===== config.mk =====
export PLATFORM = sky130hd
export DESIGN_NAME = wptr_full_ctrl
export DESIGN_NICKNAME = d
export VERILOG_FILES = /design/src/rtl/fifo_pkg.sv /design/src/rtl/sync_2ff.sv /design/src/rtl/wptr_full_ctrl.sv
export SDC_FILE = /design/constraint.sdc
export NUM_CORES = 1
export LEC_CHECK = 0
export CAP_MARGIN = 20
export CORE_ASPECT_RATIO = 1.5
export CORE_MARGIN = 5
export CORE_UTILIZATION = 30
export DETAILED_ROUTE_END_ITERATION = 10
export SLEW_MARGIN = 5
export SYNTH_ARGS = -nofsm -noshare
export SYNTH_HDL_FRONTEND = slang
export SYNTH_HIERARCHICAL = 1
export SYNTH_SLANG_ARGS = --single-unit

===== constraint.sdc =====
create_clock -name w_clk -period 3.7 [get_ports w_clk]
set_clock_uncertainty 0.1 [all_clocks]
set_input_delay 0.925 -clock w_clk [delete_from_list [all_inputs] [get_ports w_clk]]
set_output_delay 0.925 -clock w_clk [all_outputs]
set_load 0.005 [all_outputs]

===== src/rtl/fifo_pkg.sv =====
// Shared helpers for the asynchronous FIFO pointer blocks: Gray conversion
// and the depth / pointer-width relations derived from the address width.
package fifo_pkg;

    localparam int PTR_EXTRA_BITS = 1;
    localparam int CONV_W         = 32;

    function automatic int fifo_depth(input int addr_width);
        return 1 << addr_width;
    endfunction

    function automatic int ptr_width(input int addr_width);
        return addr_width + PTR_EXTRA_BITS;
    endfunction

    // Operands are zero-extended to CONV_W, which leaves both conversions exact
    // for any narrower pointer.
    function automatic logic [CONV_W-1:0] bin2gray(input logic [CONV_W-1:0] b);
        return b ^ (b >> 1);
    endfunction

    function automatic logic [CONV_W-1:0] gray2bin(input logic [CONV_W-1:0] g);
        logic [CONV_W-1:0] b;
        b = '0;
        b[CONV_W-1] = g[CONV_W-1];
        for (int i = CONV_W-2; i >= 0; i--) begin
            b[i] = b[i+1] ^ g[i];
        end
        return b;
    endfunction

endpackage


===== src/rtl/sync_2ff.sv =====
// Two-stage synchroniser for a Gray-coded pointer crossing clock domains.
module sync_2ff #(
    parameter int WIDTH = 1
) (
    input  logic             clk,
    input  logic             rst,
    input  logic [WIDTH-1:0] d,
    output logic [WIDTH-1:0] q
);

    logic [WIDTH-1:0] s1_q;
    logic [WIDTH-1:0] s2_q;

    always_ff @(posedge clk or negedge rst) begin
        if (!rst) begin
            s1_q <= '0;
            s2_q <= '0;
        end else begin
            s1_q <= d;
            s2_q <= s1_q;
        end
    end

    assign q = s2_q;

endmodule


===== src/rtl/wptr_full_ctrl.sv =====
// Write-side pointer, Gray export, and full / almost-full / level / overflow
// flags for the asynchronous FIFO, computed against the synchronised read pointer.
module wptr_full_ctrl
    import fifo_pkg::*;
#(
    parameter int ADDR_WIDTH = 3,
    parameter int AF_THRESH  = 6
) (
    input  logic                  w_clk,
    input  logic                  rst,
    input  logic                  w_en,
    input  logic                  w_ovf_clr,
    input  logic [ADDR_WIDTH:0]   r_ptr_gray,
    output logic [ADDR_WIDTH-1:0] w_addr,
    output logic [ADDR_WIDTH:0]   w_ptr_gray,
    output logic                  w_push,
    output logic                  w_full,
    output logic                  w_almost_full,
    output logic [ADDR_WIDTH:0]   w_level,
    output logic                  w_overflow
);

    localparam int PW    = ptr_width(ADDR_WIDTH);
    localparam int DEPTH = fifo_depth(ADDR_WIDTH);

    // Full when the Gray pointers differ in exactly their top two bits.
    localparam logic [PW-1:0] FULL_MASK = PW'(3) << (ADDR_WIDTH - 1);
    localparam logic [PW-1:0] AF_LEVEL  = PW'(AF_THRESH);

    if (AF_THRESH < 1 || AF_THRESH > DEPTH) begin : g_bad_af_thresh
        $error("wptr_full_ctrl: AF_THRESH must lie in 1..DEPTH");
    end

    logic [PW-1:0] wbin_q, wbin_d;
    logic [PW-1:0] wgray_q, wgray_d;
    logic [PW-1:0] level_q, level_d;
    logic          full_q, full_d;
    logic          af_q, af_d;
    logic          ovf_q, ovf_d;
    logic [PW-1:0] rq2;
    logic [PW-1:0] rbin;

    sync_2ff #(
        .WIDTH (PW)
    ) u_rptr_sync (
        .clk (w_clk),
        .rst (rst),
        .d   (r_ptr_gray),
        .q   (rq2)
    );

    always_comb begin
        w_push  = w_en & ~full_q;
        wbin_d  = wbin_q + PW'(w_push);
        wgray_d = PW'(bin2gray(CONV_W'(wbin_d)));
        rbin    = PW'(gray2bin(CONV_W'(rq2)));
        full_d  = (wgray_d == (rq2 ^ FULL_MASK));
        level_d = wbin_d - rbin;
        af_d    = (level_d >= AF_LEVEL);
        // A write attempt against a full FIFO overrides a same-cycle clear.
        ovf_d   = (w_en & full_q) | (ovf_q & ~w_ovf_clr);
    end

    always_ff @(posedge w_clk or negedge rst) begin
        if (!rst) begin
            wbin_q  <= '0;
            wgray_q <= '0;
            level_q <= '0;
            full_q  <= 1'b0;
            af_q    <= 1'b0;
            ovf_q   <= 1'b0;
        end else begin
            wbin_q  <= wbin_d;
            wgray_q <= wgray_d;
            level_q <= level_d;
            full_q  <= full_d;
            af_q    <= af_d;
            ovf_q   <= ovf_d;
        end
    end

    assign w_addr        = wbin_q[ADDR_WIDTH-1:0];
    assign w_ptr_gray    = wgray_q;
    assign w_full        = full_q;
    assign w_almost_full = af_q;
    assign w_level       = level_q;
    assign w_overflow    = ovf_q;

endmodule


==> impl_summary.txt <==
----------------------------------------------------
[Run status]
  Outcome ... completed

[Worst setup path]
  Required arrival time at the worst endpoint ... 2670 ps
  Setup crit end ... w_push
  Startpoint of the most critical setup path ... w_en
  Kind of critical path ... in2out
  Crit end category ... output pin
  CP Launch Type ... primary input
  Endpoint of the most critical register-to-register path ... w_almost_full$_DFF_PN0_
  Max FO, Critical Path ... 2
  R2R cell count ... 8
  Critical path data arrival time ... 2090 ps
  Worst setup slack for register-to-register paths ... 1450 ps
  Start of the worst register-to-register path ... w_full$_DFF_PN0_

[GRT]
  Grt ovf ... 0
  Wire length of the first global-routing pass ... 2390 microns
  Number of global-route vias before repair ... 596
  All-Layer GR Usage ... roughly 8.0%
  Global-route met2 utilization ... between 10% and 20%
  Met1 Resource Use GR ... 8.52%
  Initial antenna violation count ... 0
  Layer with the highest usage after global routing ... met2
  Pin count of the biggest net entering global routing ... 23
  Met3 demand-to-capacity share in global routing ... between 2 and 3%

[Detailed routing]
  DRC viols ... 0
  Final WL ... 1380 microns
  Starting DRC count in detailed routing ... 0
  Final antenna-violating net count ... 0
  Overall via count from detail_route ... 512
  Detailed-routing iteration count for the pre-antenna-repair pass ... 1
  Post-detailed-route via-to-cell ratio ... 4.06
  Average wire per cell in the routed design ... 11.0 microns

[Power]
  Max rail drop VDD ... 0.549 mV
  Cell Pwr Density ... approximately 900 nW/um^2
  Leakage power ... 0.536 nW

[Logic synthesis]
  Net count after synthesis ... 75
  Most common flop cell mapped by yosys ... sky130_fd_sc_hd__dfrtp_1
  Fraction of the mapped netlist area in compound gates ... 3.41%
  Library cell with the highest instance count after synthesis ... sky130_fd_sc_hd__dfrtp_1
  Netlist Area Pre-Place ... 880 sq um
  Fraction of synthesized cell area taken by the top area cell type ... a little over three fifths
  Ys Warns ... 6
  Top post-synthesis cells by count ... sky130_fd_sc_hd__dfrtp_1 (22), sky130_fd_sc_hd__inv_1 (7), sky130_fd_sc_hd__ha_1 (5), sky130_fd_sc_hd__xnor2_1 (5), sky130_fd_sc_hd__xor2_1 (5)
  Sequential share of the synthesized area ... 62.6%
  Cell count after synthesis ... 61
  Number of synthesized flops with an enable pin ... 0
  FFs w/ async S/R, synth ... 100%
  Average cell area after synthesis ... 14.4 sq um
  Area share of and/or/nand/nor cells after synthesis ... 5.26%
  Register bit total from synthesis ... 22
  Post-Synth XOR/XNOR Area ... 16.4%
  Unique masters post-synth ... 17
  Post-synthesis cell type with the largest combined area ... sky130_fd_sc_hd__dfrtp_1
  Portion of netlist area occupied by mux cells ... 0%
  Top post-synthesis cells by area ... sky130_fd_sc_hd__dfrtp_1 (63%), sky130_fd_sc_hd__ha_1 (7.1%), sky130_fd_sc_hd__xnor2_1 (5.0%)
  Area share of fa/ha/maj cells after synthesis ... 9.39%
  Dominant combinational cell family by area after synthesis ... XOR/XNOR gates

[Layout]
  Layout filler cell count ... 284
  Synth-to-layout area growth ... 36.1%
  Multi-input gate area in the final layout ... 303 sq um
  Fraction of final layout cells sized beyond drive strength 1 ... 8.05%
  Post-layout nets ... ~100
  Area taken by flip-flops and latches ... roughly 550 sq um
  Final Instance Count excl. Fillers ... approximately 130
  Final cell area excluding filler cells ... between 1000 and 1500 sq um
  Antenna fix cells ... 0

[Placement]
  Cell area after placement ... 1160 sq um
  Worst setup timing slack at the placement stage ... 362 ps
  Cell total after placement ... 123
  Port Buffers ... 22
  GP Congestion ... 0.777
  HPWL Detailed ... approximately 1000 microns

[Clocking]
  Clock buffers created by TritonCTS ... 3
  Post-CTS Setup Repair Bufs ... 0
  Master cell of the clock root buffer ... sky130_fd_sc_hd__clkbuf_8
  Clock sink count ... 22
  Register clock-pin slew on the reported worst setup and hold paths ... around 70 ps
  Count of instances resized after the clock tree is built ... 0
  Number of levels the H-tree was split into ... 1
  TritonCTS clock tree ... built
  Clock latency on the worst-skew pair ... 250 ps
  Buffers from clock root to sink, at most ... 2
  Hold buffers post-CTS ... 0

[Timing]
  Max-slew violation total from the final report ... 0
  Period utilization ... a little over four fifths
  Unrepaired setup endpoints after global routing ... no
  Final sum of negative setup slack ... 0 ps
  Final worst hold slack ... 250 ps
  Setup-failing EPs final ... 0
  Transition time of the tightest slew-check pin ... around 940 ps
  Worst slew margin relative to its limit ... 37.0%
  Worst-case setup margin in the final layout ... 586 ps
  Highest clock rate ... between 300 and 400 MHz
  Clock period minus final worst setup slack ... 3110 ps
  Final count of hold timing violations ... 0

[Die]
  Count of pins on the block boundary ... 23
  Die height ... 76.3 microns
  Die area ... 4140 sq um
  Core Region ... 2850 sq um
  Placement Rows ... 24
  Initial cell density of the core ... a little under a third
  Die W ... 54.2 microns

[Hold path]
  Class of the worst hold path ... reg2reg

[Run]
  MaxCap Viol Count ... 0

----------------------------------------------------
worst min path at each step:
stage,start,to,depth (start not counted)
after floorplan,u_rptr_sync/s1_q[0]$_DFF_PN0_,u_rptr_sync/q[0]$_DFF_PN0_,0
after global placement,u_rptr_sync/s1_q[0]$_DFF_PN0_,u_rptr_sync/q[0]$_DFF_PN0_,0
after detailed placement,u_rptr_sync/s1_q[1]$_DFF_PN0_,u_rptr_sync/q[1]$_DFF_PN0_,0
after CTS,u_rptr_sync/s1_q[1]$_DFF_PN0_,u_rptr_sync/q[1]$_DFF_PN0_,0
after global routing,u_rptr_sync/s1_q[1]$_DFF_PN0_,u_rptr_sync/q[1]$_DFF_PN0_,0
final,u_rptr_sync/s1_q[1]$_DFF_PN0_,u_rptr_sync/q[1]$_DFF_PN0_,0
through the flow:
step / utilization [%] / power [mW]
floorplan: - / 0.707
global placement: 40.5 / 0.948
detailed placement: 40.5 / 0.955
CTS: 42.0 / 1.11
global route: 42.0 / 1.19
finish: 42.0 / 1.08
flip-flops by register name, indices dropped and copies added, names as in the netlist:
signal,flops
u_rptr_sync/q,4
u_rptr_sync/s1_q,4
w_level,4
wbin_q,4
w_ptr_gray,3
w_almost_full,1
w_full,1
w_overflow,1
per-layer routing:
metal | routed length [microns] | share of wire, % | vias to the layer above
met5 | 0 | 0 | -
met4 | 29 | 2.1 | 0
met2 | 700 | 51 | 21
met1 | 555 | 40 | 240
met3 | 95 | 6.9 | 4
li1 | - | - | 247
area by class of cell:
type	instances	share of cell area [%]
Clock buffer	3	3.45
Tap cell	39	4.08
Multi-Input combinational cell	32	25.3
Inverter	7	2.19
Timing Repair Buffer	23	19.0
Sequential cell	22	46.0
worst max-delay path, stage by stage:
cell and delay [ps]:
sky130_fd_sc_hd__clkdlybuf4s50_1 470, sky130_fd_sc_hd__nor2b_1 170, sky130_fd_sc_hd__clkdlybuf4s50_1 520
cell usage in the layout (no fill, tap or decap), drive strengths merged, types with 2 or more instances in the layout:
cell           synthesis  routed
inv                    7       7
nand3                  3       3
dfrtp                 22      22
clkdlybuf4s50          0      22
clkbuf                 0       3
xor2                   7       7
o21ai                  2       2
or3                    2       2
ha                     5       5
nand2                  2       2
xnor2                  5       5
power breakdown:
| group | internal [mW] | switching, mW | leakage (nW) | total, mW |
|---|---|---|---|---|
| clock | 0.0724 | 0.0657 | 0.0216 | 0.138 |
| combinational | 0.325 | 0.242 | 0.254 | 0.567 |
| sequential | 0.334 | 0.0410 | 0.260 | 0.375 |
cell families (layout without fill, tap and decap cells):
group	count (synthesis)	after routing
AOI/OAI and AO/OA	5	5
xor gates and xnor gates	13	13
adders and majority gates	6	6
buffers and inverters	7	33
DFF	22	22
and+or+nand+nor	8	8
Power figures use the tool's default switching activity.
